## src/rtl/lsu_dbus_ctrl_pkg.sv

```systemverilog
// rtl/lsu_dbus_ctrl_pkg.sv - shared LSU/data-bus types, funct3 codes and decode helpers
package lsu_dbus_ctrl_pkg;

  typedef enum logic [1:0] {
    LSU_IDLE = 2'd0,
    LSU_BUSY = 2'd1,
    LSU_RESP = 2'd2
  } type_lsu_states_e;

  localparam logic [2:0] LSU_LB  = 3'b000;
  localparam logic [2:0] LSU_LH  = 3'b001;
  localparam logic [2:0] LSU_LW  = 3'b010;
  localparam logic [2:0] LSU_LBU = 3'b100;
  localparam logic [2:0] LSU_LHU = 3'b101;
  localparam logic [2:0] LSU_SB  = 3'b000;
  localparam logic [2:0] LSU_SH  = 3'b001;
  localparam logic [2:0] LSU_SW  = 3'b010;

  typedef struct packed {
    logic        req;
    logic [31:0] addr;
    logic [31:0] w_data;
    logic [3:0]  sel_byte;
    logic        w_en;
  } type_dbus2peri_s;

  typedef struct packed {
    logic [31:0] r_data;
    logic        ack;
  } type_peri2dbus_s;

  function automatic logic lsu_illegal(input logic w_en, input logic [2:0] funct3);
    if (w_en) return (funct3 > LSU_SW);
    return (funct3 == 3'b011) || (funct3 == 3'b110) || (funct3 == 3'b111);
  endfunction

  function automatic logic lsu_misaligned(input logic [2:0] funct3, input logic [1:0] a);
    return ((funct3[1:0] == 2'b01) && a[0]) || ((funct3[1:0] == 2'b10) && (a != 2'b00));
  endfunction

  function automatic logic [31:0] lsu_force_align(input logic [2:0] funct3, input logic [31:0] addr);
    case (funct3[1:0])
      2'b01:   return {addr[31:1], 1'b0};
      2'b10:   return {addr[31:2], 2'b00};
      default: return addr;
    endcase
  endfunction

endpackage

```

## src/rtl/lsu_dbus_ctrl_if.sv

```systemverilog
// rtl/lsu_dbus_ctrl_if.sv - LSU to dmem/peripheral bus bundle
interface lsu_dbus_ctrl_if;
  lsu_dbus_ctrl_pkg::type_dbus2peri_s lsu2dbus_o;
  lsu_dbus_ctrl_pkg::type_peri2dbus_s dbus2lsu_i;
  logic                               dmem_sel;
  logic                               store_busy;

  modport master (
    output lsu2dbus_o,
    output dmem_sel,
    input  dbus2lsu_i,
    input  store_busy
  );

  modport slave (
    input  lsu2dbus_o,
    input  dmem_sel,
    output dbus2lsu_i,
    output store_busy
  );
endinterface

```

## src/rtl/lsu_dbus_ctrl_align.sv

```systemverilog
// rtl/lsu_dbus_ctrl_align.sv - byte-lane select, store shift and load extract/extend
module lsu_dbus_ctrl_align
  import lsu_dbus_ctrl_pkg::*;
(
  input  logic [2:0]  funct3_i,
  input  logic [1:0]  a_i,
  input  logic [31:0] w_data_i,
  input  logic [31:0] r_data_i,
  output logic [3:0]  sel_byte_o,
  output logic [31:0] w_data_o,
  output logic [31:0] r_data_o
);

  logic [31:0] r_shift;

  assign r_shift  = r_data_i >> {a_i, 3'b000};
  assign w_data_o = w_data_i << {a_i, 3'b000};

  always_comb begin
    sel_byte_o = 4'b1111;
    case (funct3_i[1:0])
      2'b00:   sel_byte_o = 4'b0001 << a_i;
      2'b01:   sel_byte_o = 4'b0011 << {a_i[1], 1'b0};
      default: sel_byte_o = 4'b1111;
    endcase
  end

  always_comb begin
    r_data_o = '0;
    case (funct3_i)
      LSU_LB:  r_data_o = {{24{r_shift[7]}}, r_shift[7:0]};
      LSU_LH:  r_data_o = {{16{r_shift[15]}}, r_shift[15:0]};
      LSU_LW:  r_data_o = r_shift;
      LSU_LBU: r_data_o = {24'd0, r_shift[7:0]};
      LSU_LHU: r_data_o = {16'd0, r_shift[15:0]};
      default: r_data_o = '0;
    endcase
  end

endmodule

```

## src/rtl/lsu_dbus_ctrl.sv

```systemverilog
// rtl/lsu_dbus_ctrl.sv - load/store unit sequencing dmem RMW stores and peripheral accesses
// Optional feature: LSU_MISALIGN_TRAP_EN (trap misaligned accesses instead of forcing alignment).
module lsu_dbus_ctrl
  import lsu_dbus_ctrl_pkg::*;
#(
  parameter logic [31:0] DMEM_BASE    = 32'h0000_0000,
  parameter logic [31:0] DMEM_MASK    = 32'hFFC0_0000,
  parameter int unsigned PERI_TIMEOUT = 16
) (
  input  logic                   clk,
  input  logic                   rst_n,
  input  logic                   exe_req,
  input  logic                   exe_w_en,
  input  logic [2:0]             exe_funct3,
  input  logic [31:0]            exe_addr,
  input  logic [31:0]            exe_w_data,
  output logic                   lsu_stall,
  output logic                   lsu_done,
  output logic [31:0]            lsu_r_data,
  output logic                   lsu_misalign,
  output logic                   lsu_bus_err,
  lsu_dbus_ctrl_if.master        dbus
);

  localparam int unsigned     CNT_W    = $clog2(PERI_TIMEOUT);
  localparam logic [CNT_W-1:0] CNT_LAST = CNT_W'(PERI_TIMEOUT - 1);

`ifdef LSU_MISALIGN_TRAP_EN
  localparam logic TRAP_EN = 1'b1;
`else
  localparam logic TRAP_EN = 1'b0;
`endif

  type_lsu_states_e state_q, state_d;
  logic [31:0]      addr_q, addr_d;
  logic [2:0]       funct3_q, funct3_d;
  logic             w_en_q, w_en_d;
  logic [31:0]      w_data_q, w_data_d;
  logic [CNT_W-1:0] cnt_q, cnt_d;
  logic             seen_busy_q, seen_busy_d;
  logic [31:0]      r_data_q, r_data_d;
  logic             err_q, err_d;
  logic             mis_q, mis_d;

  logic [3:0]       sel_byte;
  logic [31:0]      w_data_sh;
  logic [31:0]      r_data_ext;
  logic             dmem_hit;
  logic             busy;
  logic             complete;
  type_dbus2peri_s  bus_o;

  lsu_dbus_ctrl_align u_align (
    .funct3_i   (funct3_q),
    .a_i        (addr_q[1:0]),
    .w_data_i   (w_data_q),
    .r_data_i   (dbus.dbus2lsu_i.r_data),
    .sel_byte_o (sel_byte),
    .w_data_o   (w_data_sh),
    .r_data_o   (r_data_ext)
  );

  assign dmem_hit = (addr_q & DMEM_MASK) == DMEM_BASE;
  assign busy     = (state_q == LSU_BUSY);

  // Dmem stores finish on the WRITE cycle (busy seen, now low); everything else finishes on ack.
  always_comb begin
    if (w_en_q && dmem_hit) complete = seen_busy_q && !dbus.store_busy;
    else                    complete = dbus.dbus2lsu_i.ack;
  end

  always_ff @(posedge clk or negedge rst_n) begin
    if (!rst_n) begin
      state_q     <= LSU_IDLE;
      addr_q      <= '0;
      funct3_q    <= '0;
      w_en_q      <= 1'b0;
      w_data_q    <= '0;
      cnt_q       <= '0;
      seen_busy_q <= 1'b0;
      r_data_q    <= '0;
      err_q       <= 1'b0;
      mis_q       <= 1'b0;
    end else begin
      state_q     <= state_d;
      addr_q      <= addr_d;
      funct3_q    <= funct3_d;
      w_en_q      <= w_en_d;
      w_data_q    <= w_data_d;
      cnt_q       <= cnt_d;
      seen_busy_q <= seen_busy_d;
      r_data_q    <= r_data_d;
      err_q       <= err_d;
      mis_q       <= mis_d;
    end
  end

  always_comb begin
    state_d     = state_q;
    addr_d      = addr_q;
    funct3_d    = funct3_q;
    w_en_d      = w_en_q;
    w_data_d    = w_data_q;
    cnt_d       = cnt_q;
    seen_busy_d = seen_busy_q;
    r_data_d    = r_data_q;
    err_d       = err_q;
    mis_d       = mis_q;
    lsu_stall   = 1'b0;
    lsu_done    = 1'b0;
    case (state_q)
      LSU_IDLE: begin
        lsu_stall = exe_req;
        if (exe_req) begin
          addr_d      = TRAP_EN ? exe_addr : lsu_force_align(exe_funct3, exe_addr);
          funct3_d    = exe_funct3;
          w_en_d      = exe_w_en;
          w_data_d    = exe_w_data;
          cnt_d       = '0;
          seen_busy_d = 1'b0;
          r_data_d    = '0;
          err_d       = 1'b0;
          mis_d       = 1'b0;
          state_d     = LSU_BUSY;
          if (lsu_illegal(exe_w_en, exe_funct3)) begin
            err_d   = 1'b1;
            state_d = LSU_RESP;
          end else if (TRAP_EN && lsu_misaligned(exe_funct3, exe_addr[1:0])) begin
            mis_d   = 1'b1;
            state_d = LSU_RESP;
          end
        end
      end
      LSU_BUSY: begin
        lsu_stall = 1'b1;
        cnt_d     = cnt_q + CNT_W'(1);
        if (dbus.store_busy) seen_busy_d = 1'b1;
        if (complete) begin
          if (!w_en_q) r_data_d = r_data_ext;
          state_d = LSU_RESP;
        end else if (cnt_q == CNT_LAST) begin
          err_d   = 1'b1;
          state_d = LSU_RESP;
        end
      end
      LSU_RESP: begin
        lsu_done = 1'b1;
        state_d  = LSU_IDLE;
      end
      default: state_d = LSU_IDLE;
    endcase
  end

  always_comb begin
    bus_o = '0;
    if (busy) begin
      bus_o.req      = 1'b1;
      bus_o.addr     = addr_q;
      bus_o.w_data   = w_data_sh;
      bus_o.sel_byte = sel_byte;
      bus_o.w_en     = w_en_q;
    end
  end

  assign dbus.lsu2dbus_o = bus_o;
  assign dbus.dmem_sel   = busy && dmem_hit;

  // Results are only presented alongside lsu_done.
  assign lsu_r_data   = lsu_done ? r_data_q : 32'd0;
  assign lsu_bus_err  = lsu_done && err_q;
  assign lsu_misalign = lsu_done && mis_q;

endmodule

```

## src/flat_wrapper.sv

```systemverilog
// flat-port wrapper written by rule: the top's interface ports become plain ports
module lsu_dbus_ctrl_flat import lsu_dbus_ctrl_pkg::*;
#(
  parameter logic [31:0] DMEM_BASE    = 32'h0000_0000,
  parameter logic [31:0] DMEM_MASK    = 32'hFFC0_0000,
  parameter int unsigned PERI_TIMEOUT = 16
)
  (clk, rst_n, exe_req, exe_w_en, exe_funct3, exe_addr, exe_w_data, lsu_stall, lsu_done, lsu_r_data, lsu_misalign, lsu_bus_err, dbus_lsu2dbus_o, dbus_dmem_sel, dbus_dbus2lsu_i, dbus_store_busy);
  lsu_dbus_ctrl_if dbus_i ();
  input  logic clk;
  input  logic rst_n;
  input  logic exe_req;
  input  logic exe_w_en;
  input  logic [2:0] exe_funct3;
  input  logic [31:0] exe_addr;
  input  logic [31:0] exe_w_data;
  output logic lsu_stall;
  output logic lsu_done;
  output logic [31:0] lsu_r_data;
  output logic lsu_misalign;
  output logic lsu_bus_err;
  output wire logic [$bits(dbus_i.lsu2dbus_o)-1:0] dbus_lsu2dbus_o;
  output wire logic [$bits(dbus_i.dmem_sel)-1:0] dbus_dmem_sel;
  input wire logic [$bits(dbus_i.dbus2lsu_i)-1:0] dbus_dbus2lsu_i;
  input wire logic [$bits(dbus_i.store_busy)-1:0] dbus_store_busy;
  assign dbus_lsu2dbus_o = dbus_i.lsu2dbus_o;
  assign dbus_dmem_sel = dbus_i.dmem_sel;
  assign dbus_i.dbus2lsu_i = dbus_dbus2lsu_i;
  assign dbus_i.store_busy = dbus_store_busy;
  lsu_dbus_ctrl #(.DMEM_BASE(DMEM_BASE), .DMEM_MASK(DMEM_MASK), .PERI_TIMEOUT(PERI_TIMEOUT)) u_core (.clk(clk), .rst_n(rst_n), .exe_req(exe_req), .exe_w_en(exe_w_en), .exe_funct3(exe_funct3), .exe_addr(exe_addr), .exe_w_data(exe_w_data), .lsu_stall(lsu_stall), .lsu_done(lsu_done), .lsu_r_data(lsu_r_data), .lsu_misalign(lsu_misalign), .lsu_bus_err(lsu_bus_err), .dbus(dbus_i));
endmodule
```

## config.mk

```make
export PLATFORM = sky130hd
export DESIGN_NAME = lsu_dbus_ctrl_flat
export DESIGN_NICKNAME = d
export VERILOG_FILES = /design/src/rtl/lsu_dbus_ctrl_pkg.sv /design/src/rtl/lsu_dbus_ctrl_if.sv /design/src/rtl/lsu_dbus_ctrl_align.sv /design/src/rtl/lsu_dbus_ctrl.sv /design/src/flat_wrapper.sv
export SDC_FILE = /design/constraint.sdc
export NUM_CORES = 1
export LEC_CHECK = 0
export CAP_MARGIN = 40
export CELL_PAD_IN_SITES_DETAIL_PLACEMENT = 1
export CELL_PAD_IN_SITES_GLOBAL_PLACEMENT = 2
export CORE_AREA = 10 10 176 178
export CTS_BUF_LIST = sky130_fd_sc_hd__clkbuf_8
export CTS_CLUSTER_DIAMETER = 40
export DETAILED_ROUTE_END_ITERATION = 8
export DIE_AREA = 0 0 186 188
export GPL_ROUTABILITY_DRIVEN = 1
export GPL_TIMING_DRIVEN = 0
export MAX_ROUTING_LAYER = met4
export PLACE_DENSITY = 0.75
export SKIP_LAST_GASP = 1
export SLEW_MARGIN = 10
export SYNTH_ARGS = -nofsm -noshare
export SYNTH_HDL_FRONTEND = slang
export SYNTH_HIERARCHICAL = 1
export SYNTH_SLANG_ARGS = --single-unit
```

## constraint.sdc

```tcl
create_clock -name clk -period 1.7 [get_ports clk]
set_input_delay 0.17 -clock clk [delete_from_list [all_inputs] [get_ports clk]]
set_output_delay 0.17 -clock clk [all_outputs]
set_load 0.1 [all_outputs]
```

# Word-level counts from Yosys, hierarchy flattened
# Cells that the tools add are included.
dict set report word_totals {
  elab_cells 87
  romBits 0
  ff_bits 108
  latch_bits 0
  mem_bits_rw 0
  out_inout_bits 107
  mem_count 0
  inputBits 105
}
dict set report op_classes {
  addsub 1
  bitwise_logic 0
  eq_ne 20
  order_cmp 1
  n_shift 4
  div 0
  multipliers 0
  n_mux 34
  n_reduce_logical 18
}
# op n
set ops {}
lappend ops {{$pmux 32 s5} 1}
lappend ops {{$mux 32} 4}
lappend ops {{$mux 70} 1}
lappend ops {{$pmux 32 s2} 1}
lappend ops {{$logic_not 32->1} 1}
lappend ops {{$shl 32x5->32} 1}
lappend ops {{$shr 32x5->32} 1}
lappend ops {{$pmux 4 s2} 2}
lappend ops {{$mux 1} 15}
lappend ops {{$eq 3x3->1 const B} 4}
lappend ops {{$ne 2x2->1 const B} 6}
lappend ops {{$mux 2} 4}
lappend ops {{$pmux 2 s2} 2}
lappend ops {{$reduce_and 4->1} 2}
lappend ops {{$eq 2x1->1 const B} 3}
lappend ops {{$eq 3x2->1 const B} 2}
lappend ops {{$pmux 1 s2} 3}
lappend ops {{$reduce_and 2->1} 3}
lappend ops {{$add 4x1->4 const B} 1}
lappend ops {{$eq 2x2->1 const B} 2}
lappend ops {{$eq 4x4->1 const B} 1}
lappend ops {{$logic_and 1x1->1} 4}
lappend ops {{$logic_not 2->1} 2}
lappend ops {{$mux 4} 1}
lappend ops {{other kinds (10)} 11}

# Logic depth before layout (Yosys ltp)
dict set report depth {
  word_depth 9
  ltp_mapped 7
  mapped_depth_nobuf 5
}

# Hierarchy
# Netlist, hierarchy kept.
# mod seq_area_each_um2 area_each_um2 cells_per_inst n_inst
set modules_own_cells {}
lappend modules_own_cells {lsu_dbus_ctrl 2702.6 5021.1 600 1}
lappend modules_own_cells {lsu_dbus_ctrl_align 0.0 1501.4 201 1}

# Least setup slack after synthesis
# OpenSTA, ideal clock, no wires.
dict set report synth_timing {
  path_kind {register to output}
  startpoint {register u_core.state_q[0]}
  endpoint {output port lsu_r_data[22]}
  setup_slack_ps -973
  path_buffers 1
  arrival_ps 2503
  required_ps 1530
  stages_incl_launch_ff 4
  cell_sequence {dfrtp_1 > nor2b_1 > clkbuf_1 > and2_1}
}
dict set report synth_via {
  elab_chain_cells 3
}
# element line_no
set synth_rtl {}
lappend synth_rtl {{from (decl)} lsu_dbus_ctrl.sv:34} ;# type_lsu_states_e state_q, state_d;
lappend synth_rtl {{from (signal assigned)} lsu_dbus_ctrl.sv:85} ;# state_q <= state_d;
lappend synth_rtl {{$eq 2x2->1} lsu_dbus_ctrl.sv:111} ;# case (state_q)
lappend synth_rtl {{$mux 1} lsu_dbus_ctrl.sv:111}
lappend synth_rtl {{named net lsu_done} flat_wrapper.sv:18} ;# output logic lsu_done;
lappend synth_rtl {{$mux 32} lsu_dbus_ctrl.sv:169} ;# assign lsu_r_data = lsu_done ? r_data_q : 32'd0;
lappend synth_rtl {{to (decl)} flat_wrapper.sv:19} ;# output logic [31:0] lsu_r_data;
# The timed path passes the listed nets, and every way through them passes these cells.

# Final worst setup path
dict set report layout_timing {
  startpoint {register u_core.addr_q[1]}
  endpoint {output port dbus_lsu2dbus_o[29]}
}
dict set report layout_via {
  elab_chain_cells 2
}
# element line_no
set layout_rtl {}
lappend layout_rtl {{from (decl)} lsu_dbus_ctrl.sv:35} ;# logic [31:0] addr_q, addr_d;
lappend layout_rtl {{from (signal assigned)} lsu_dbus_ctrl.sv:86} ;# addr_q <= addr_d;
lappend layout_rtl {{$shl 32x5->32} lsu_dbus_ctrl_align.sv:17} ;# assign w_data_o = w_data_i << {a_i, 3'b000};
lappend layout_rtl {{named net u_core.w_data_sh[24]} lsu_dbus_ctrl.sv:46} ;# logic [31:0] w_data_sh;
lappend layout_rtl {{$mux 70} lsu_dbus_ctrl.sv:156} ;# if (busy) begin
lappend layout_rtl {{to (decl)} flat_wrapper.sv:22} ;# output wire logic [$bits(dbus_i.lsu2dbus_o)-1:0] dbus_lsu2dbus_o;
# The timed path passes the listed nets, and every way through them passes these cells.

==> report_table.html <==
<table>
<tr><th>Metric</th><th>Value</th></tr>
<tr><th colspan="2">Global route</th></tr>
<tr><td>Via count of the first global-routing pass</td><td>7,540</td></tr>
<tr><td>Total GRT Usage</td><td>17.9%</td></tr>
<tr><td>Maximum number of pins on one net before global-route repair</td><td>60</td></tr>
<tr><td>Antenna violations before repair</td><td>5</td></tr>
<tr><td>GR Overflow Total</td><td>0</td></tr>
<tr><td>Wire length of the first global-routing pass</td><td>between 40,000 and 50,000 µm</td></tr>
<tr><th colspan="2">CTS</th></tr>
<tr><td>Clock tree from TritonCTS</td><td>yes</td></tr>
<tr><td>Clock root buffer</td><td>sky130_fd_sc_hd__clkbuf_8</td></tr>
<tr><td>Maximum number of buffers from clock root to sink</td><td>2</td></tr>
<tr><td>Clk slew on worst S/H paths</td><td>0.12 ns</td></tr>
<tr><td>Clock net sink count</td><td>108</td></tr>
<tr><td>Clock network latency to the later pin of the worst-skew pair</td><td>0.39 ns</td></tr>
<tr><td>Number of CTS-inserted buffers</td><td>9</td></tr>
<tr><td>Level count of the clock H-tree</td><td>3</td></tr>
<tr><th colspan="2">STA</th></tr>
<tr><td>Max Fclk</td><td>~0.47 GHz</td></tr>
<tr><td>Minimum period implied by the final worst setup slack</td><td>2.14 ns</td></tr>
<tr><td>Clock skew after layout</td><td>0.0211 ns</td></tr>
<tr><td>Final Slew Violations</td><td>0</td></tr>
<tr><td>Setup TNS</td><td>-40.98 ns</td></tr>
<tr><td>Slew at the pin closest to its max-slew limit</td><td>between 0.7 and 0.8 ns</td></tr>
<tr><td>Normalized max-slew margin</td><td>a little under half</td></tr>
<tr><td>Unrepaired setup endpoints after global routing</td><td>true</td></tr>
<tr><td>Worst Slack Setup Final</td><td>-0.435 ns</td></tr>
<tr><td>Hold violation count in the final report</td><td>0</td></tr>
<tr><td>Setup violators final</td><td>172</td></tr>
<tr><td>Crit share post-route</td><td>126%</td></tr>
<tr><th colspan="2">Setup path</th></tr>
<tr><td>Max FO, Critical Path</td><td>6</td></tr>
<tr><td>Worst-case register-to-register setup slack</td><td>-0.34 ns</td></tr>
<tr><td>Critical path endpoint</td><td>dbus_lsu2dbus_o[29]</td></tr>
<tr><td>Required time reported for the critical path endpoint</td><td>approximately 1.5 ns</td></tr>
<tr><td>Worst setup path class</td><td>reg2out</td></tr>
<tr><td>Data arrival time of the worst path</td><td>approximately 2.0 ns</td></tr>
<tr><td>Worst reg2reg path depth</td><td>12</td></tr>
<tr><td>Critical path capture point type</td><td>primary output</td></tr>
<tr><td>Capture point of the worst reg-to-reg path</td><td>u_core/r_data_q[1]</td></tr>
<tr><td>Critical Path Start</td><td>u_core/addr_q[1]</td></tr>
<tr><td>Kind of start point of the critical path</td><td>flip-flop</td></tr>
<tr><td>Critical register-to-register path startpoint</td><td>u_core/state_q[1]</td></tr>
<tr><th colspan="2">Drt</th></tr>
<tr><td>Initial drt markers</td><td>284</td></tr>
<tr><td>Routed vias</td><td>between 6,000 and 7,000</td></tr>
<tr><td>Number of iterations in the first detailed-routing pass</td><td>4</td></tr>
<tr><td>DR vias/cell</td><td>4.65</td></tr>
<tr><td>Final wirelength</td><td>31,600 µm</td></tr>
<tr><td>Routed Antenna Nets</td><td>0</td></tr>
<tr><td>Residual DRC count</td><td>0</td></tr>
<tr><td>Wire length per cell</td><td>approximately 22 µm</td></tr>
<tr><th colspan="2">Yosys</th></tr>
<tr><td>Dominant register cell in the synthesized netlist</td><td>sky130_fd_sc_hd__dfrtp_1</td></tr>
<tr><td>Share of synthesized area occupied by flip-flops and latches</td><td>41.4%</td></tr>
<tr><td>Share of synthesized flip-flops with an asynchronous set or reset</td><td>100%</td></tr>
<tr><td>Total nets after synthesis</td><td>about 900</td></tr>
<tr><td>Warnings, synthesis</td><td>6</td></tr>
<tr><td>Flops &amp; latches, synth</td><td>108</td></tr>
<tr><td>Count of mapped cells out of synthesis</td><td>801</td></tr>
<tr><td>Cell area after technology mapping</td><td>6520 µm²</td></tr>
<tr><td>Count of flip-flops with a built-in enable after synthesis</td><td>0</td></tr>
<tr><td>Count of unique library cells instantiated by Yosys</td><td>between 40 and 50</td></tr>
<tr><td>Average cell area after synthesis</td><td>8.14 µm²</td></tr>
<tr><th colspan="2">Power</th></tr>
<tr><td>Worst-case vdd ir drop</td><td>0.00102 V</td></tr>
<tr><td>Power density cells</td><td>1900 nW/µm²</td></tr>
<tr><td>Static leakage</td><td>5.77 nW</td></tr>
<tr><th colspan="2">Place</th></tr>
<tr><td>GPL Wtd Cong</td><td>0.815</td></tr>
<tr><td>Half-perimeter wire length of the detailed placement result</td><td>22,600 µm</td></tr>
<tr><td>Number of port buffers</td><td>210</td></tr>
<tr><th colspan="2">Floorplanning</th></tr>
<tr><td>Die ar.</td><td>35,000 µm²</td></tr>
<tr><td>Core Area</td><td>27,500 µm²</td></tr>
<tr><td>Chip Width</td><td>around 190 µm</td></tr>
<tr><td>Initial core utilization</td><td>23.7%</td></tr>
<tr><td>Die Span Y</td><td>~190 µm</td></tr>
<tr><td>Boundary pin count</td><td>roughly 210</td></tr>
<tr><td>Site row count</td><td>61</td></tr>
<tr><th colspan="2">Min path</th></tr>
<tr><td>Type of the worst min-delay path</td><td>in2async</td></tr>
<tr><th colspan="2">Layout</th></tr>
<tr><td>Number of inserted filler cells in the final layout</td><td>just under 3,000</td></tr>
<tr><td>Fraction of layout instances using a drive strength above 1</td><td>41.9%</td></tr>
<tr><td>Core utilization of the finished layout</td><td>47.3%</td></tr>
<tr><td>Area growth syn-to-layout</td><td>99.2%</td></tr>
<tr><td>Fin nets</td><td>between 1,000 and 1,500</td></tr>
<tr><th colspan="2">Outcome</th></tr>
<tr><td>Run status</td><td>finished with violations</td></tr>
<tr><td>Violations in the final reports</td><td>setup timing</td></tr>
<tr><th colspan="2">Flow run</th></tr>
<tr><td>Number of maximum-capacitance violations</td><td>0</td></tr>
</table>
[registers in the layout, indices dropped and copies added (netlist names)]
register	cells
u_core/w_data_q	32
u_core/state_q	2
u_core/err_q	1
u_core/w_en_q	1
u_core/cnt_q	4
u_core/seen_busy_q	1
u_core/addr_q	32
u_core/funct3_q	3
u_core/r_data_q	32
[power by group]
group          total [mW]  switching [mW]  internal (mW)
combinational        18.4            9.87           8.58
clock                1.63            1.04          0.590
sequential           4.64           0.988           3.65
[cell families after synthesis]
| group | after synthesis | synth area share, % |
|---|---|---|
| other cells | 1 | 0.0575 |
| xor+xnor | 1 | 0.134 |
| flops | 108 | 41.4 |
| fa+ha+maj | 4 | 0.767 |
| simple gates | 455 | 33.2 |
| buf+inv | 71 | 5.58 |
| mux | 36 | 5.89 |
| compound gates | 125 | 12.9 |
[synth_stat cells (2+ instances only)]
cell type	instances	area (µm²)
sky130_fd_sc_hd__buf_6	2	22.5
sky130_fd_sc_hd__o21bai_1	2	15.0
sky130_fd_sc_hd__mux2i_1	26	260
sky130_fd_sc_hd__ha_1	4	50.1
sky130_fd_sc_hd__a2bb2oi_1	7	61.3
sky130_fd_sc_hd__nand3b_1	10	75.1
sky130_fd_sc_hd__mux2_2	8	90.1
sky130_fd_sc_hd__nor4_2	2	25.0
sky130_fd_sc_hd__o211ai_2	11	138
sky130_fd_sc_hd__nand3_1	5	25.0
sky130_fd_sc_hd__o21ai_1	8	40.0
sky130_fd_sc_hd__a211oi_1	23	173
sky130_fd_sc_hd__buf_2	22	110
sky130_fd_sc_hd__nand2_1	280	1050
sky130_fd_sc_hd__nand2b_1	3	18.8
sky130_fd_sc_hd__buf_1	8	30.0
sky130_fd_sc_hd__nand4_1	2	12.5
sky130_fd_sc_hd__inv_1	7	26.3
sky130_fd_sc_hd__clkbuf_1	25	93.8
sky130_fd_sc_hd__dfrtp_1	108	2700
sky130_fd_sc_hd__buf_4	3	22.5
sky130_fd_sc_hd__o211ai_1	5	37.5
sky130_fd_sc_hd__nor2b_1	18	113
sky130_fd_sc_hd__nor2_1	18	67.6
sky130_fd_sc_hd__buf_12	2	40.0
sky130_fd_sc_hd__a21o_1	2	15.0
sky130_fd_sc_hd__o21ai_0	53	265
sky130_fd_sc_hd__a21oi_1	9	45.0
sky130_fd_sc_hd__and2_1	108	676
[layout by cell type (no fill, tap or decap), types with 23 or more instances in the layout]
cell type and n:
sky130_fd_sc_hd__buf_4 39, sky130_fd_sc_hd__buf_12 75, sky130_fd_sc_hd__buf_8 24, sky130_fd_sc_hd__buf_6 37, sky130_fd_sc_hd__nand2_1 272, sky130_fd_sc_hd__dfrtp_1 105, sky130_fd_sc_hd__buf_16 51, sky130_fd_sc_hd__mux2i_1 23
sky130_fd_sc_hd__clkdlybuf4s50_1 103, sky130_fd_sc_hd__and2_4 105, sky130_fd_sc_hd__o21ai_1 31
[layer usage]
metal  up-vias  part of all wire [%]  track usage [%]
li1       3251                     -                -
met1      3378                    42             21.3
met2       158                    52             31.0
met3        30                   4.3             3.07
met4         0                   1.3             3.23
met5         -                     0                -
[layout make-up]
cell class	instances	area, µm²	share of cell area [%]
flip-flops and latches	108	2710	20.8
diodes	5	12.5	0.0963
repair buffers	305	4750	36.5
multi-input cells	622	4060	31.2
inverters	8	43.8	0.337
clock inverters	6	47.5	0.366
well taps	346	433	3.33
clock buffers	10	138	1.06
plain buffers	55	807	6.21
[repair_timing]
item	4_1_cts	5_1_grt
buffers inserted	54	22
hold buffers	1	0
endpoints found under the hold margin	49	0
endpoints found under the setup margin	201	193
cloned	11	11
pin swaps	54	58
resized for setup	339	124
[through the flow]
step	cell area (µm²)	power, mW	worst slack (ns)	hold WS, ns	cells
3_5_place_dp	11500	18.6	-1.21	0.160	1465
6_report	13000	24.7	-0.435	0.275	1465
5_1_grt	13000	26.1	-0.517	0.267	1465
4_1_cts	12400	23.4	-0.483	0.270	1440
2_1_floorplan	6730	12.9	-0.0683	-0.126	801
3_3_place_gp	9270	16.1	-4.17	0.454	1357
[critical path: stages, from the launching register on]
cell	delay (ns)
sky130_fd_sc_hd__dfrtp_1	0.41
sky130_fd_sc_hd__buf_6	0.14
sky130_fd_sc_hd__buf_12	0.13
sky130_fd_sc_hd__buf_12	0.14
sky130_fd_sc_hd__buf_12	0.14
sky130_fd_sc_hd__a211oi_4	0.23
sky130_fd_sc_hd__a21oi_2	0.07
sky130_fd_sc_hd__and2_4	0.16
sky130_fd_sc_hd__buf_16	0.16
[worst min path at each step]
stage	startpoint	to	slack, ns	cells past startpoint
detailed placement	rst_n	u_core/r_data_q[10]	0.16	1
CTS	exe_addr[10]	u_core/addr_q[10]	0.27	3
global placement	u_core/w_data_q[28]	u_core/w_data_q[28]	0.45	2
floorplan	rst_n	u_core/addr_q[0]	-0.13	0
global route	exe_w_data[26]	u_core/w_data_q[26]	0.27	3
finish	rst_n	u_core/r_data_q[7]	0.28	2
No activity file was read; power rests on OpenSTA's default activity.
